[src/rtl/data_ram_arbiter_if.sv]
// Bus bundle between the CPU MEM stage, the DMA/debug loader, the arbiter and the data RAM.
// The master modport is the environment side (both requesters plus the RAM's read port).
interface data_ram_arbiter_if #(
  parameter int unsigned ADDR_W = 32,
  parameter int unsigned LEN_W  = 4
);
  logic              m0_req;
  logic              m0_we;
  logic [ADDR_W-1:0] m0_addr;
  logic [3:0]        m0_sel;
  logic [31:0]       m0_wdata;
  logic [31:0]       m0_rdata;
  logic              m0_stall;

  logic              m1_req;
  logic              m1_we;
  logic [ADDR_W-1:0] m1_addr;
  logic [3:0]        m1_sel;
  logic [LEN_W-1:0]  m1_len;
  logic [31:0]       m1_wdata;
  logic [31:0]       m1_rdata;
  logic              m1_ack;
  logic              m1_done;

  logic              ram_ce;
  logic              ram_we;
  logic [ADDR_W-1:0] ram_addr;
  logic [3:0]        ram_sel;
  logic [31:0]       ram_wdata;
  logic [31:0]       ram_rdata;

  modport master (
    output m0_req, m0_we, m0_addr, m0_sel, m0_wdata,
    input  m0_rdata, m0_stall,
    output m1_req, m1_we, m1_addr, m1_sel, m1_len, m1_wdata,
    input  m1_rdata, m1_ack, m1_done,
    input  ram_ce, ram_we, ram_addr, ram_sel, ram_wdata,
    output ram_rdata
  );

  modport slave (
    input  m0_req, m0_we, m0_addr, m0_sel, m0_wdata,
    output m0_rdata, m0_stall,
    input  m1_req, m1_we, m1_addr, m1_sel, m1_len, m1_wdata,
    output m1_rdata, m1_ack, m1_done,
    output ram_ce, ram_we, ram_addr, ram_sel, ram_wdata,
    input  ram_rdata
  );
endinterface

[src/rtl/data_ram_arbiter.sv]
// Two-master data RAM arbiter: CPU single-word accesses with priority, DMA word bursts
// with auto-incrementing address and a bounded starvation wait.
module data_ram_arbiter #(
  parameter int unsigned MAX_WAIT = 8,
  parameter int unsigned ADDR_W   = 32,
  parameter int unsigned LEN_W    = 4
) (
  input logic               clk,
  input logic               rst_n,
  data_ram_arbiter_if.slave bus
);
  localparam int unsigned CntW = $clog2(MAX_WAIT + 1);

  localparam logic [0:0] ST_IDLE  = 1'b0;
  localparam logic [0:0] ST_BURST = 1'b1;

  logic [0:0]        r_state;
  logic [CntW-1:0]   r_wait_cnt;
  logic [LEN_W-1:0]  r_beat_cnt;
  logic [ADDR_W-1:0] r_b_addr;
  logic              r_b_we;
  logic [3:0]        r_b_sel;

  logic w_idle;
  logic w_burst;
  logic w_start;
  logic w_last;
  logic w_unused_addr;

  // Gating with rst_n keeps every output at 0 while reset is held, even mid-burst.
  assign w_idle  = rst_n && (r_state == ST_IDLE);
  assign w_burst = rst_n && (r_state == ST_BURST);
  assign w_start = w_idle && bus.m1_req &&
                   (!bus.m0_req || (r_wait_cnt == CntW'(MAX_WAIT)));
  assign w_last  = w_burst && (r_beat_cnt == '0);

  assign w_unused_addr = ^bus.m1_addr[1:0];

  always_comb begin
    bus.ram_ce    = 1'b0;
    bus.ram_we    = 1'b0;
    bus.ram_addr  = '0;
    bus.ram_sel   = '0;
    bus.ram_wdata = '0;
    bus.m0_rdata  = '0;
    bus.m0_stall  = 1'b0;
    bus.m1_rdata  = '0;
    bus.m1_ack    = 1'b0;
    bus.m1_done   = 1'b0;
    if (w_idle && bus.m0_req) begin
      bus.ram_ce    = 1'b1;
      bus.ram_we    = bus.m0_we;
      bus.ram_addr  = bus.m0_addr;
      bus.ram_sel   = bus.m0_sel;
      bus.ram_wdata = bus.m0_wdata;
      bus.m0_rdata  = bus.m0_we ? 32'h0 : bus.ram_rdata;
    end else if (w_burst) begin
      bus.ram_ce    = 1'b1;
      bus.ram_we    = r_b_we;
      bus.ram_addr  = r_b_addr;
      bus.ram_sel   = r_b_sel;
      bus.ram_wdata = bus.m1_wdata;
      bus.m0_stall  = bus.m0_req;
      bus.m1_ack    = 1'b1;
      bus.m1_done   = w_last;
      bus.m1_rdata  = r_b_we ? 32'h0 : bus.ram_rdata;
    end
  end

  always_ff @(posedge clk) begin
    if (!rst_n) begin
      r_state    <= ST_IDLE;
      r_wait_cnt <= '0;
      r_beat_cnt <= '0;
      r_b_addr   <= '0;
      r_b_we     <= 1'b0;
      r_b_sel    <= '0;
    end else if (r_state == ST_IDLE) begin
      if (w_start) begin
        r_state    <= ST_BURST;
        r_wait_cnt <= '0;
        r_beat_cnt <= bus.m1_len;
        r_b_addr   <= {bus.m1_addr[ADDR_W-1:2], 2'b00};
        r_b_we     <= bus.m1_we;
        r_b_sel    <= bus.m1_sel;
      end else if (bus.m1_req && bus.m0_req) begin
        r_wait_cnt <= r_wait_cnt + 1'b1;
      end else begin
        r_wait_cnt <= '0;
      end
    end else begin
      r_b_addr <= r_b_addr + ADDR_W'(4);
      if (r_beat_cnt == '0) begin
        r_state <= ST_IDLE;
      end else begin
        r_beat_cnt <= r_beat_cnt - 1'b1;
      end
    end
  end
endmodule
[src/flat_wrapper.sv]
// flat-port wrapper written by rule: the top's interface ports become plain ports
module data_ram_arbiter_flat 
#(
  parameter int unsigned MAX_WAIT = 8,
  parameter int unsigned ADDR_W   = 32,
  parameter int unsigned LEN_W    = 4
)
  (clk, rst_n, bus_m0_req, bus_m0_we, bus_m0_addr, bus_m0_sel, bus_m0_wdata, bus_m0_rdata, bus_m0_stall, bus_m1_req, bus_m1_we, bus_m1_addr, bus_m1_sel, bus_m1_len, bus_m1_wdata, bus_m1_rdata, bus_m1_ack, bus_m1_done, bus_ram_ce, bus_ram_we, bus_ram_addr, bus_ram_sel, bus_ram_wdata, bus_ram_rdata);
  data_ram_arbiter_if #(.ADDR_W(ADDR_W), .LEN_W(LEN_W)) bus_i ();
  input logic clk;
  input logic rst_n;
  input wire logic [$bits(bus_i.m0_req)-1:0] bus_m0_req;
  input wire logic [$bits(bus_i.m0_we)-1:0] bus_m0_we;
  input wire logic [$bits(bus_i.m0_addr)-1:0] bus_m0_addr;
  input wire logic [$bits(bus_i.m0_sel)-1:0] bus_m0_sel;
  input wire logic [$bits(bus_i.m0_wdata)-1:0] bus_m0_wdata;
  output wire logic [$bits(bus_i.m0_rdata)-1:0] bus_m0_rdata;
  output wire logic [$bits(bus_i.m0_stall)-1:0] bus_m0_stall;
  input wire logic [$bits(bus_i.m1_req)-1:0] bus_m1_req;
  input wire logic [$bits(bus_i.m1_we)-1:0] bus_m1_we;
  input wire logic [$bits(bus_i.m1_addr)-1:0] bus_m1_addr;
  input wire logic [$bits(bus_i.m1_sel)-1:0] bus_m1_sel;
  input wire logic [$bits(bus_i.m1_len)-1:0] bus_m1_len;
  input wire logic [$bits(bus_i.m1_wdata)-1:0] bus_m1_wdata;
  output wire logic [$bits(bus_i.m1_rdata)-1:0] bus_m1_rdata;
  output wire logic [$bits(bus_i.m1_ack)-1:0] bus_m1_ack;
  output wire logic [$bits(bus_i.m1_done)-1:0] bus_m1_done;
  output wire logic [$bits(bus_i.ram_ce)-1:0] bus_ram_ce;
  output wire logic [$bits(bus_i.ram_we)-1:0] bus_ram_we;
  output wire logic [$bits(bus_i.ram_addr)-1:0] bus_ram_addr;
  output wire logic [$bits(bus_i.ram_sel)-1:0] bus_ram_sel;
  output wire logic [$bits(bus_i.ram_wdata)-1:0] bus_ram_wdata;
  input wire logic [$bits(bus_i.ram_rdata)-1:0] bus_ram_rdata;
  assign bus_i.m0_req = bus_m0_req;
  assign bus_i.m0_we = bus_m0_we;
  assign bus_i.m0_addr = bus_m0_addr;
  assign bus_i.m0_sel = bus_m0_sel;
  assign bus_i.m0_wdata = bus_m0_wdata;
  assign bus_m0_rdata = bus_i.m0_rdata;
  assign bus_m0_stall = bus_i.m0_stall;
  assign bus_i.m1_req = bus_m1_req;
  assign bus_i.m1_we = bus_m1_we;
  assign bus_i.m1_addr = bus_m1_addr;
  assign bus_i.m1_sel = bus_m1_sel;
  assign bus_i.m1_len = bus_m1_len;
  assign bus_i.m1_wdata = bus_m1_wdata;
  assign bus_m1_rdata = bus_i.m1_rdata;
  assign bus_m1_ack = bus_i.m1_ack;
  assign bus_m1_done = bus_i.m1_done;
  assign bus_ram_ce = bus_i.ram_ce;
  assign bus_ram_we = bus_i.ram_we;
  assign bus_ram_addr = bus_i.ram_addr;
  assign bus_ram_sel = bus_i.ram_sel;
  assign bus_ram_wdata = bus_i.ram_wdata;
  assign bus_i.ram_rdata = bus_ram_rdata;
  data_ram_arbiter #(.MAX_WAIT(MAX_WAIT), .ADDR_W(ADDR_W), .LEN_W(LEN_W)) u_core (.clk(clk), .rst_n(rst_n), .bus(bus_i));
endmodule
[config.mk]
export PLATFORM = sky130hd
export DESIGN_NAME = data_ram_arbiter_flat
export DESIGN_NICKNAME = d
export VERILOG_FILES = /design/src/rtl/data_ram_arbiter_if.sv /design/src/rtl/data_ram_arbiter.sv /design/src/flat_wrapper.sv
export SDC_FILE = /design/constraint.sdc
export NUM_CORES = 1
export LEC_CHECK = 0
export ABC_CLOCK_PERIOD_IN_PS = 2900
export CAP_MARGIN = 0
export CORE_AREA = 2 2 121 123
export CTS_CLUSTER_DIAMETER = 30
export DETAILED_ROUTE_END_ITERATION = 10
export DIE_AREA = 0 0 123 125
export HOLD_SLACK_MARGIN = 0.08
export PLACE_DENSITY = 0.69
export SETUP_SLACK_MARGIN = 0.3
export SKIP_CTS_REPAIR_TIMING = 1
export SLEW_MARGIN = 10
export SYNTH_ARGS = -nofsm -noshare
export SYNTH_HDL_FRONTEND = slang
export SYNTH_SLANG_ARGS = --single-unit
[constraint.sdc]
create_clock -name clk -period 2.9 [get_ports clk]
set_clock_uncertainty 0.2 [all_clocks]
set_input_delay 0.58 -clock clk [delete_from_list [all_inputs] [get_ports clk]]
set_output_delay 0.58 -clock clk [all_outputs]
set_load 0.1 [all_outputs]
==> results of run 1 <==
==> per-layer routing <==
layer | vias up | part of all wire | global-route usage | routed length [µm]
met5 | - | 0.0019 | 0 | 41
met4 | 6 | 0.023 | 0.0662 | 497
met3 | 32 | 0.081 | 0.0703 | 1730
met2 | 224 | 0.54 | 0.493 | 11500
met1 | 2489 | 0.36 | 0.290 | 7690
li1 | 2506 | - | - | -
==> worst reg2reg max path, delay by kind of cell, from the launching register on <==
family	cells	cell delay (ps)
AND/OR/NAND/NOR	3	1410
AO/OA/AOI/OAI	1	150
flip-flops	1	490
==> cell families after synthesis <==
group / Yosys count / share of synthesized area
xor+xnor: 3 / 0.00693
compound gates: 153 / 0.307
mux: 8 / 0.0218
flops: 44 / 0.232
simple gates: 230 / 0.347
fa+ha+maj: 5 / 0.0165
buf+inv: 65 / 0.0686
==> sequential cells by signal, summed over array words and instances (netlist names) <==
| signal | flops |
|---|---|
| u_core.r_b_addr | 30 |
| u_core.r_b_sel | 4 |
| u_core.r_beat_cnt | 4 |
| u_core.r_wait_cnt | 4 |
| u_core.r_b_we | 1 |
| u_core.r_state | 1 |
==> synth_stat cells (6+ instances only) <==
master	count	area, µm²
nor3_1	7	35.0
and4_1	7	61.3
nand2_1	43	161
a22o_1	59	517
nand4_1	10	62.6
dfxtp_1	44	881
a211oi_1	14	105
nand3_1	27	135
buf_2	8	40.0
nor4_1	9	56.3
and2_1	67	419
mux2i_1	6	60.1
clkbuf_1	35	131
a21oi_1	16	80.1
inv_1	16	60.1
or4_1	6	45.0
nor2_1	13	48.8
o21ai_0	20	100
or3_1	10	62.6
nor3b_1	7	52.6
a31oi_1	6	37.5
==> power groups by stage <==
stage	clock network, mW	logic, mW	registers (mW)
3_3_place_gp	0	1.64	0.720
4_1_cts	0.588	1.66	0.710
2_1_floorplan	0	0.949	0.695
5_1_grt	0.610	1.73	0.716
6_report	0.585	1.67	0.712
3_5_place_dp	0	1.66	0.723
==> through the flow <==
stage	total power [mW]	cells	hold WS, ps	util
2_1_floorplan	1.64	508	234	-
3_3_place_gp	2.36	976	253	0.649
3_5_place_dp	2.38	976	256	0.649
4_1_cts	2.96	984	265	0.660
5_1_grt	3.05	990	293	0.666
6_report	2.97	991	263	0.666
==> worst min path at each step <==
stage	startpoint	slack (ps)	cells after the start	end
3_5_place_dp	u_core.r_b_sel[3]	260	2	u_core.r_b_sel[3]
2_1_floorplan	u_core.r_b_sel[3]	230	2	u_core.r_b_sel[3]
3_3_place_gp	u_core.r_b_sel[3]	250	2	u_core.r_b_sel[3]
4_1_cts	u_core.r_b_sel[3]	270	2	u_core.r_b_sel[3]
5_1_grt	u_core.r_b_sel[1]	290	2	u_core.r_b_sel[1]
6_report	u_core.r_b_sel[3]	260	2	u_core.r_b_sel[3]
==> layout make-up <==
cell class / instances / area share
Sequential cell: 44 / 0.0935
Clock buffer: 7 / 0.0151
Multi-Input combinational cell: 399 / 0.353
Inverter: 18 / 0.00714
Timing Repair Buffer: 335 / 0.505
Antenna cell: 3 / 0.000794
Clock inverter: 1 / 0.000794
Tap cell: 184 / 0.0243
==> results_dict.tcl, run 1 <==
set metrics [dict create \
    ys_warn_count 0 \
    drc_errors 0 \
    grt_max_degree 52 \
    finalSetupViolCount 0 \
    synthCells 508 \
    cts_buffers 5 \
    fmax_mhz 384 \
    multi_input_area_um2 3340 \
    clockPowerShare 0.197 \
    final_common_cell "clkdlybuf4s50_1" \
    combPwrFrac 0.563 \
    cts_tree "done" \
    clk_pin_slew_ps 60 \
    critPathTopFamily "simple AND/OR/NAND/NOR gates" \
    hp-class "flip-flop to flip-flop" \
    crit_cells 5 \
    seqPwrFrac 0.240 \
    path_cells "and3b_4, nor2b_4, clkbuf_16, and2_4, buf_12" \
    worstMarginPinSlew_ps 750 \
    final_cell_mix "172 x clkdlybuf4s50_1, 143 x buf_12, 50 x a22o_4" \
    worst_ep_required_time_ps 2120 \
    die_w_um 123 \
    fillerInstances 1090 \
    routabilityCongestion 0.904 \
    clkLatencyLatePin_ps 290 \
    viasPerCell 5.30 \
    rr_startpoint "u_core.r_b_addr[6]" \
    dp_hpwl_mm 17.5 \
    dieArea_um2 15400 \
    slowest_delay_ps 370 \
    fin_area_um2 9460 \
    period_needed_ps 2610 \
    first_pass_iters 5 \
    grt_pass1_wl_mm 31.1 \
    die_h_um 125 \
    cts-root-buf "clkbuf_16" \
    synth_cell_types 57 \
    powerDensity_nw_per_um2 314 \
    fin_crit_sh 0.899 \
    start_util 0.267 \
    slew_headroom 0.496 \
    synthArstFlopShare 0 \
    switching_share 0.421 \
    avgRoutedWirePerCell_um 21.6 \
    leakage_nw 3.73 \
    core-area_um2 14200 \
    core.rowCount 44 \
    crit_path_end "bus_m0_rdata[24]" \
    rrSetupSlack_ps 550 \
    area_growth_pct 149 \
    placed_area_um2 9220 \
    critPathBufInv 2 \
    gr-total-overflow 0 \
    clockBufferDepth 2 \
    start_kind "flip-flop" \
    ys_ff_latch 44 \
    grt_pass1_vias 5232 \
    port_buffers 312 \
    io_pins 315 \
    timing.rr.end "u_core.r_b_addr[22]" \
    vias 5257 \
    synth_area_per_cell_um2 7.47 \
    setup_slack_ps 294 \
    syn-num-nets 691 \
    synth_area_um2 3790 \
    cap_violations 0 \
    p_int_mw 1.72 \
    cp.arrival_ps 1830 \
    layout.nets 986 \
    drt_iter0_drc 349 \
    grt_use_total 0.264 \
    p_sw_mw 1.25 \
    cts-htree-levels 2 \
    antenna_found_initial 6 \
    ant_nets 0 \
    rr_worst_depth 4 \
    cp-startpoint "u_core.r_state" \
    ys.flop_type "dfxtp_1" \
    clock-sinks 44 \
    ir_drop_mv 0.278 \
    drive_above_1_share 0.389 \
    cp_slowest_cell "dfxtp_4" \
    post-place-ws_ps -16.0 \
    cp_max_fo 8 \
    synth_edf_count 0 \
    seq_area_um2 885 \
    setup-tns-final_ps 0 \
    outcome "finished, final reports clean" \
    crit_path_end_kind "primary output" \
    hold_viol 0 \
    slew_violations 0 \
    rsz0062_at_grt "yes" \
    yosysSeqAreaShare 0.232 \
    timing_worst_setup_path_type "flip-flop to primary output" \
    routed_wl_mm 21.4 \
]
Note: power is estimated with default switching activity, not from simulation.
==> inputs of run 2 (changes only) <==
--- a/config.mk
+++ b/config.mk
@@ -5,14 +5,16 @@
 export SDC_FILE = /design/constraint.sdc
 export NUM_CORES = 1
 export LEC_CHECK = 0
+export ABC_AREA = 1
 export ABC_CLOCK_PERIOD_IN_PS = 2900
 export CAP_MARGIN = 0
 export CORE_AREA = 2 2 121 123
 export CTS_CLUSTER_DIAMETER = 30
+export CTS_CLUSTER_SIZE = 40
 export DETAILED_ROUTE_END_ITERATION = 10
 export DIE_AREA = 0 0 123 125
 export HOLD_SLACK_MARGIN = 0.08
-export PLACE_DENSITY = 0.69
+export PLACE_DENSITY = 0.7
 export SETUP_SLACK_MARGIN = 0.3
 export SKIP_CTS_REPAIR_TIMING = 1
 export SLEW_MARGIN = 10
==> run 2 against run 1 <==
  * Utilization grew 3.0 points
  * Synthesized area increased by 3.8%
  * First-iteration DRC count fell by 14%
  * Global-route usage shrank 0.37 points
  * Routed wire length shrank 5.1%
  * Worst setup slack improved by 49 ps
  * Critical endpoint is now bus_m0_rdata[4]
==> results_dict.tcl, run 2 <==
set metrics [dict create \
    outcome "finished, final reports clean" \
    routed_wl_mm 20.3 \
    rr_startpoint "u_core.r_wait_cnt[0]" \
    largest_reg_flops 30 \
    layout.nets 1159 \
    clkLatencyLatePin_ps 280 \
    path_cells "clkdlybuf4s50_1, inv_1, nand2_4, buf_12, nor2_4, buf_12" \
    drt_iter0_drc 301 \
    cp_slowest_cell "clkdlybuf4s50_1" \
    io_pins 315 \
    area_growth_pct 151 \
    fmax_mhz 391 \
    port_buffers 312 \
    cts-root-buf "clkbuf_16" \
    start_kind "input pin" \
    fillerInstances 1122 \
    ys.flop_type "dfxtp_1" \
    gr-total-overflow 0 \
    die_w_um 123 \
    synth_commonest_cells "160 x nand2_1, 112 x nor2_1, 82 x inv_1" \
    ir_drop_mv 0.236 \
    rrSetupSlack_ps 870 \
    clock-sinks 44 \
    ant_nets 0 \
    slowest_delay_ps 400 \
    cts_tree "done" \
    powerDensity_nw_per_um2 272 \
    clockBufferDepth 2 \
    grt_use_total 0.260 \
    hp-class "flip-flop to flip-flop" \
    crit_cells 6 \
    timing.rr.end "u_core.r_wait_cnt[0]" \
    synthArstFlopShare 0 \
    worstMarginPinSlew_ps 360 \
    rsz0062_at_grt "no" \
    timing_worst_setup_path_type "input pin to primary output" \
    avgRoutedWirePerCell_um 17.5 \
    synthCells 666 \
    cp-startpoint "bus_m0_we" \
    fin_area_um2 9890 \
    drc_errors 0 \
    cts_buffers 5 \
    finalSetupViolCount 0 \
    dieArea_um2 15400 \
    cap_violations 0 \
    routabilityCongestion 0.969 \
    synth_edf_count 0 \
    critPathBufInv 4 \
    yosys.area.top_type "dfxtp_1" \
    cts-htree-levels 2 \
    core-area_um2 14200 \
    first_pass_iters 5 \
    period_needed_ps 2560 \
    start_util 0.277 \
    synth_area_per_cell_um2 5.91 \
    leakage_nw 3.80 \
    drive_above_1_share 0.359 \
    ys_warn_count 0 \
    core.rowCount 44 \
    cpMostUsedCell "buf_12" \
    critPathTopFamily "buffers and inverters" \
    synth_cell_types 42 \
    final_common_cell "clkdlybuf4s50_1" \
    ys_ff_latch 44 \
    cp_max_fo 11 \
    hold_viol 0 \
    grt_pass1_vias 5379 \
    dp_hpwl_mm 17.3 \
    synth_most_common_cell "nand2_1" \
    syn-num-nets 849 \
    synth.area.top_cells "dfxtp_1 22%, nand2_1 15%, nor2_1 11%" \
    dp_cells 1152 \
    vias 5513 \
    fin_crit_sh 0.882 \
    slew_headroom 0.760 \
    crit_path_end "bus_m0_rdata[4]" \
    grt_max_degree 35 \
    synth_top_area_share 0.224 \
    clk_pin_slew_ps 60 \
    cp.arrival_ps 1780 \
    worst_ep_required_time_ps 2120 \
    grt_pass1_wl_mm 30.8 \
    slew_violations 0 \
    crit_path_end_kind "primary output" \
    placed_area_um2 9710 \
    final_cell_mix "173 x clkdlybuf4s50_1, 156 x nand2_1, 147 x buf_12" \
    yosysSeqAreaShare 0.224 \
    antenna_found_initial 2 \
    regMostFlops "u_core.r_b_addr" \
    synth_area_um2 3940 \
    viasPerCell 4.74 \
    fin_cells 1162 \
    die_h_um 125 \
    rr_worst_depth 9 \
]
-- run 2: report_power, final --
group          switching (mW)  internal [mW]  leakage, nW
combinational           0.850          0.600         3.37
clock                   0.237          0.344       0.0712
sequential             0.0305          0.633        0.359
-- run 2: worst min-delay path by stage --
stage	startpoint	to	cells past startpoint
finish	u_core.r_b_sel[3]	u_core.r_b_sel[3]	2
floorplan	u_core.r_b_sel[3]	u_core.r_b_sel[3]	2
global route	u_core.r_b_sel[3]	u_core.r_b_sel[3]	2
global placement	u_core.r_b_sel[3]	u_core.r_b_sel[3]	2
CTS	u_core.r_b_sel[3]	u_core.r_b_sel[3]	2
detailed placement	u_core.r_b_sel[3]	u_core.r_b_sel[3]	2
-- run 2: worst register-to-register path, stage by stage (launching register included) --
cell and delay, ps:
dfxtp_1 390, inv_1 70, ha_1 190, nand3_1 70
nand2_1 80, nand2_4 170, nand2_2 160, inv_2 240
nand4_1 210, o21ai_0 180
-- run 2: through the flow --
step | setup TNS [ps] | setup slack (ps) | util | hold slack (ps) | power [mW]
floorplan | -793 | -171 | - | 230 | 1.47
global placement | -0.0187 | -0.0187 | 0.684 | 267 | 2.11
detailed placement | -70.1 | -15.8 | 0.684 | 286 | 2.12
CTS | -92.4 | -24.7 | 0.694 | 295 | 2.70
global route | 0 | 305 | 0.696 | 312 | 2.79
finish | 0 | 343 | 0.696 | 285 | 2.70
-- run 2: cells by family (layout without fill, tap and decap cells) --
kind of cell,count (synthesis),in the layout,share of synthesized area
other,0,1,0
XOR/XNOR,4,4,0.00890
AND/OR/NAND/NOR,345,345,0.386
buffers and inverters,126,437,0.135
flip-flops,44,44,0.224
AO/OA/AOI/OAI,142,142,0.230
adder cells (fa/ha/maj),5,5,0.0159
-- run 2: final cells by class --
type / count / area, µm² / area share
tap: 184 / 230 / 0.0233
multi-input combinational: 496 / 3450 / 0.349
clock buffer: 8 / 146 / 0.0148
antenna: 1 / 2.50 / 0.000253
timing repair buffer: 340 / 4830 / 0.489
inverter: 89 / 342 / 0.0345
sequential: 44 / 882 / 0.0892
-- run 2: layer usage --
layer / global-route usage / part of all wire
met5: 0 / 0.00064
met3: 0.0698 / 0.087
met2: 0.435 / 0.48
met4: 0.0622 / 0.021
met1: 0.331 / 0.41
==> inputs of run 3 (changes only) <==
--- a/config.mk
+++ b/config.mk
@@ -6,15 +6,15 @@
 export NUM_CORES = 1
 export LEC_CHECK = 0
 export ABC_AREA = 1
-export ABC_CLOCK_PERIOD_IN_PS = 2900
+export ABC_CLOCK_PERIOD_IN_PS = 3300
 export CAP_MARGIN = 0
-export CORE_AREA = 2 2 121 123
+export CORE_AREA = 2 2 123 125
 export CTS_CLUSTER_DIAMETER = 30
 export CTS_CLUSTER_SIZE = 40
 export DETAILED_ROUTE_END_ITERATION = 10
-export DIE_AREA = 0 0 123 125
-export HOLD_SLACK_MARGIN = 0.08
-export PLACE_DENSITY = 0.7
+export DIE_AREA = 0 0 125 127
+export MAX_ROUTING_LAYER = met4
+export PLACE_DENSITY = 0.68
 export SETUP_SLACK_MARGIN = 0.3
 export SKIP_CTS_REPAIR_TIMING = 1
 export SLEW_MARGIN = 10
==> constraint.sdc (replaced) <==
create_clock -name clk -period 3.3 [get_ports clk]
set_clock_uncertainty 0.2 [all_clocks]
set_input_delay 0.66 -clock clk [delete_from_list [all_inputs] [get_ports clk]]
set_output_delay 0.66 -clock clk [all_outputs]
set_load 0.1 [all_outputs]
==> run 3 against run 2 <==
  * Sequential power down 12%
  * Power decreased by 12%
  * Utilization down 4.9 points
  * Hold slack worse by 13 ps
  * Critical path depth grew 2
  * Clock power hardly changed
  * Highest routed layer is now met4
==> results_dict.tcl, run 3 (synthesis results as in run 2) <==
set metrics [dict create \
    rsz0062_at_grt "no" \
    cap_violations 0 \
    rr_startpoint "u_core.r_state" \
    routabilityCongestion 0.911 \
    clk_pin_slew_ps 60 \
    powerDensity_nw_per_um2 255 \
    cp_max_fo 11 \
    grt_use_total 0.245 \
    layout.nets 1149 \
    grt_max_degree 42 \
    regMostFlops "u_core.r_b_addr" \
    hold_path_depth 2 \
    core-area_um2 14400 \
    timing.hold.ws_ps 272 \
    viasPerCell 4.73 \
    gr-total-overflow 0 \
    final_common_cell "clkdlybuf4s50_1" \
    path_cells "dlymetal6s2s_1, nand2_2, nor2_4, buf_12, buf_12, clkinvlp_4, o22ai_2, buf_12" \
    cts_tree "done" \
    cp.arrival_ps 1910 \
    avgRoutedWirePerCell_um 17.7 \
    fin_crit_sh 0.839 \
    drt_iter0_drc 265 \
    total_power_mw 2.38 \
    finalSetupViolCount 0 \
    vias 5441 \
    cts-htree-levels 2 \
    hp-class "flip-flop to flip-flop" \
    cts-root-buf "clkbuf_16" \
    dp_hpwl_mm 16.4 \
    hold_viol 0 \
    fmax_mhz 361 \
    ir_drop_mv 0.177 \
    slew_violations 0 \
    area_growth_pct 137 \
    timing.rr.end "u_core.r_wait_cnt[0]" \
    drive_above_1_share 0.345 \
    holdPathEnd "u_core.r_b_sel[2]" \
    fin_cells 1151 \
    cp_slowest_cell "buf_12" \
    drc_errors 0 \
    worst_ep_required_time_ps 2440 \
    outcome "finished, final reports clean" \
    setup_slack_ps 531 \
    use_met2 0.409 \
    grt_pass1_wl_mm 29.7 \
    fillerInstances 1219 \
    post-place-ws_ps 127 \
    rr_worst_depth 9 \
    start_kind "input pin" \
    min_from "u_core.r_b_sel[2]" \
    timing_worst_setup_path_type "input pin to primary output" \
    routed_wl_mm 20.4 \
    cts_buffers 5 \
    clock-sinks 44 \
    io_pins 315 \
    antenna_found_initial 0 \
    period_needed_ps 2770 \
    core.rowCount 44 \
    die_w_um 125 \
    crit_path_end_kind "primary output" \
    cpMostUsedCell "buf_12" \
    start_util 0.273 \
    final_cell_mix "173 x clkdlybuf4s50_1, 157 x nand2_1, 141 x buf_12" \
    worstMarginPinSlew_ps 748 \
    clockBufferDepth 2 \
    busiest_layer "met2" \
    slew_headroom 0.501 \
    dp_cells 1136 \
    grt_pass1_vias 5120 \
    use_met1 0.308 \
    largest_reg_flops 30 \
    rrSetupSlack_ps 600 \
    die_h_um 127 \
    slowest_delay_ps 200 \
    first_pass_iters 4 \
    setup-tns-final_ps 0 \
    port_buffers 312 \
    grtUsageMet3 0.0599 \
    clkLatencyLatePin_ps 290 \
    dieArea_um2 15900 \
    antennaDiodeCount 0 \
    ant_nets 0 \
    leakage_nw 3.71 \
]
[run 3: cell types whose count changed in the layout (fill, tap and decap cells not counted), moves of 3 or more]
cell	before	now
nor2_2	9	69
nor2_4	70	12
o21ai_4	24	0
o21ai_2	1	21
buf_4	14	6
buf_12	147	141
clkbuf_16	5	10
a22o_4	10	6
o21ai_1	11	15
a22o_2	28	31
buf_6	4	1
[run 3: worst max-delay path, delay by kind of cell]
kind,cells,cell delay (ps)
buffers and inverters,5,830
AND/OR/NAND/NOR,2,260
AO/OA/AOI/OAI,1,160
[run 3: layout make-up]
type,instances,area [µm²],share of cell area
inverter,89,342,0.0366
clock inverter,2,35.0,0.00375
multi-input combinational,496,2920,0.313
tap,184,230,0.0246
timing repair buffer,330,4800,0.514
clock buffer,6,129,0.0138
sequential,44,881,0.0943
[run 3: metrics by stage]
| step | utilization | area, µm² |
|---|---|---|
| 6_report | 0.648 | 9340 |
| 5_1_grt | 0.648 | 9340 |
| 4_1_cts | 0.626 | 9030 |
| 3_5_place_dp | 0.615 | 8860 |
| 3_3_place_gp | 0.615 | 8860 |
| 2_1_floorplan | - | 4180 |
[run 3: layer usage]
layer  vias to the layer above  routed length, µm
met2                       216              10200
met5                         -                  0
li1                       2738                  -
met4                         0                221
met3                        14               1460
met1                      2473               8540
[run 3: how the worst max path moves through the flow]
stage	from	to	slack (ps)	depth (start not counted)
global route	u_core.r_state	u_core.r_wait_cnt[3]	420	9
detailed placement	rst_n	bus_ram_we	130	7
floorplan	rst_n	bus_m0_rdata[0]	-180	6
finish	rst_n	bus_ram_we	530	8
CTS	rst_n	bus_ram_we	130	7
global placement	rst_n	bus_ram_we	150	7
[run 3: power by group]
group | switching [mW] | internal (mW) | leakage [nW]
Sequential | 0.0259 | 0.556 | 0.358
Clock | 0.221 | 0.357 | 0.0808
Combinational | 0.710 | 0.513 | 3.27
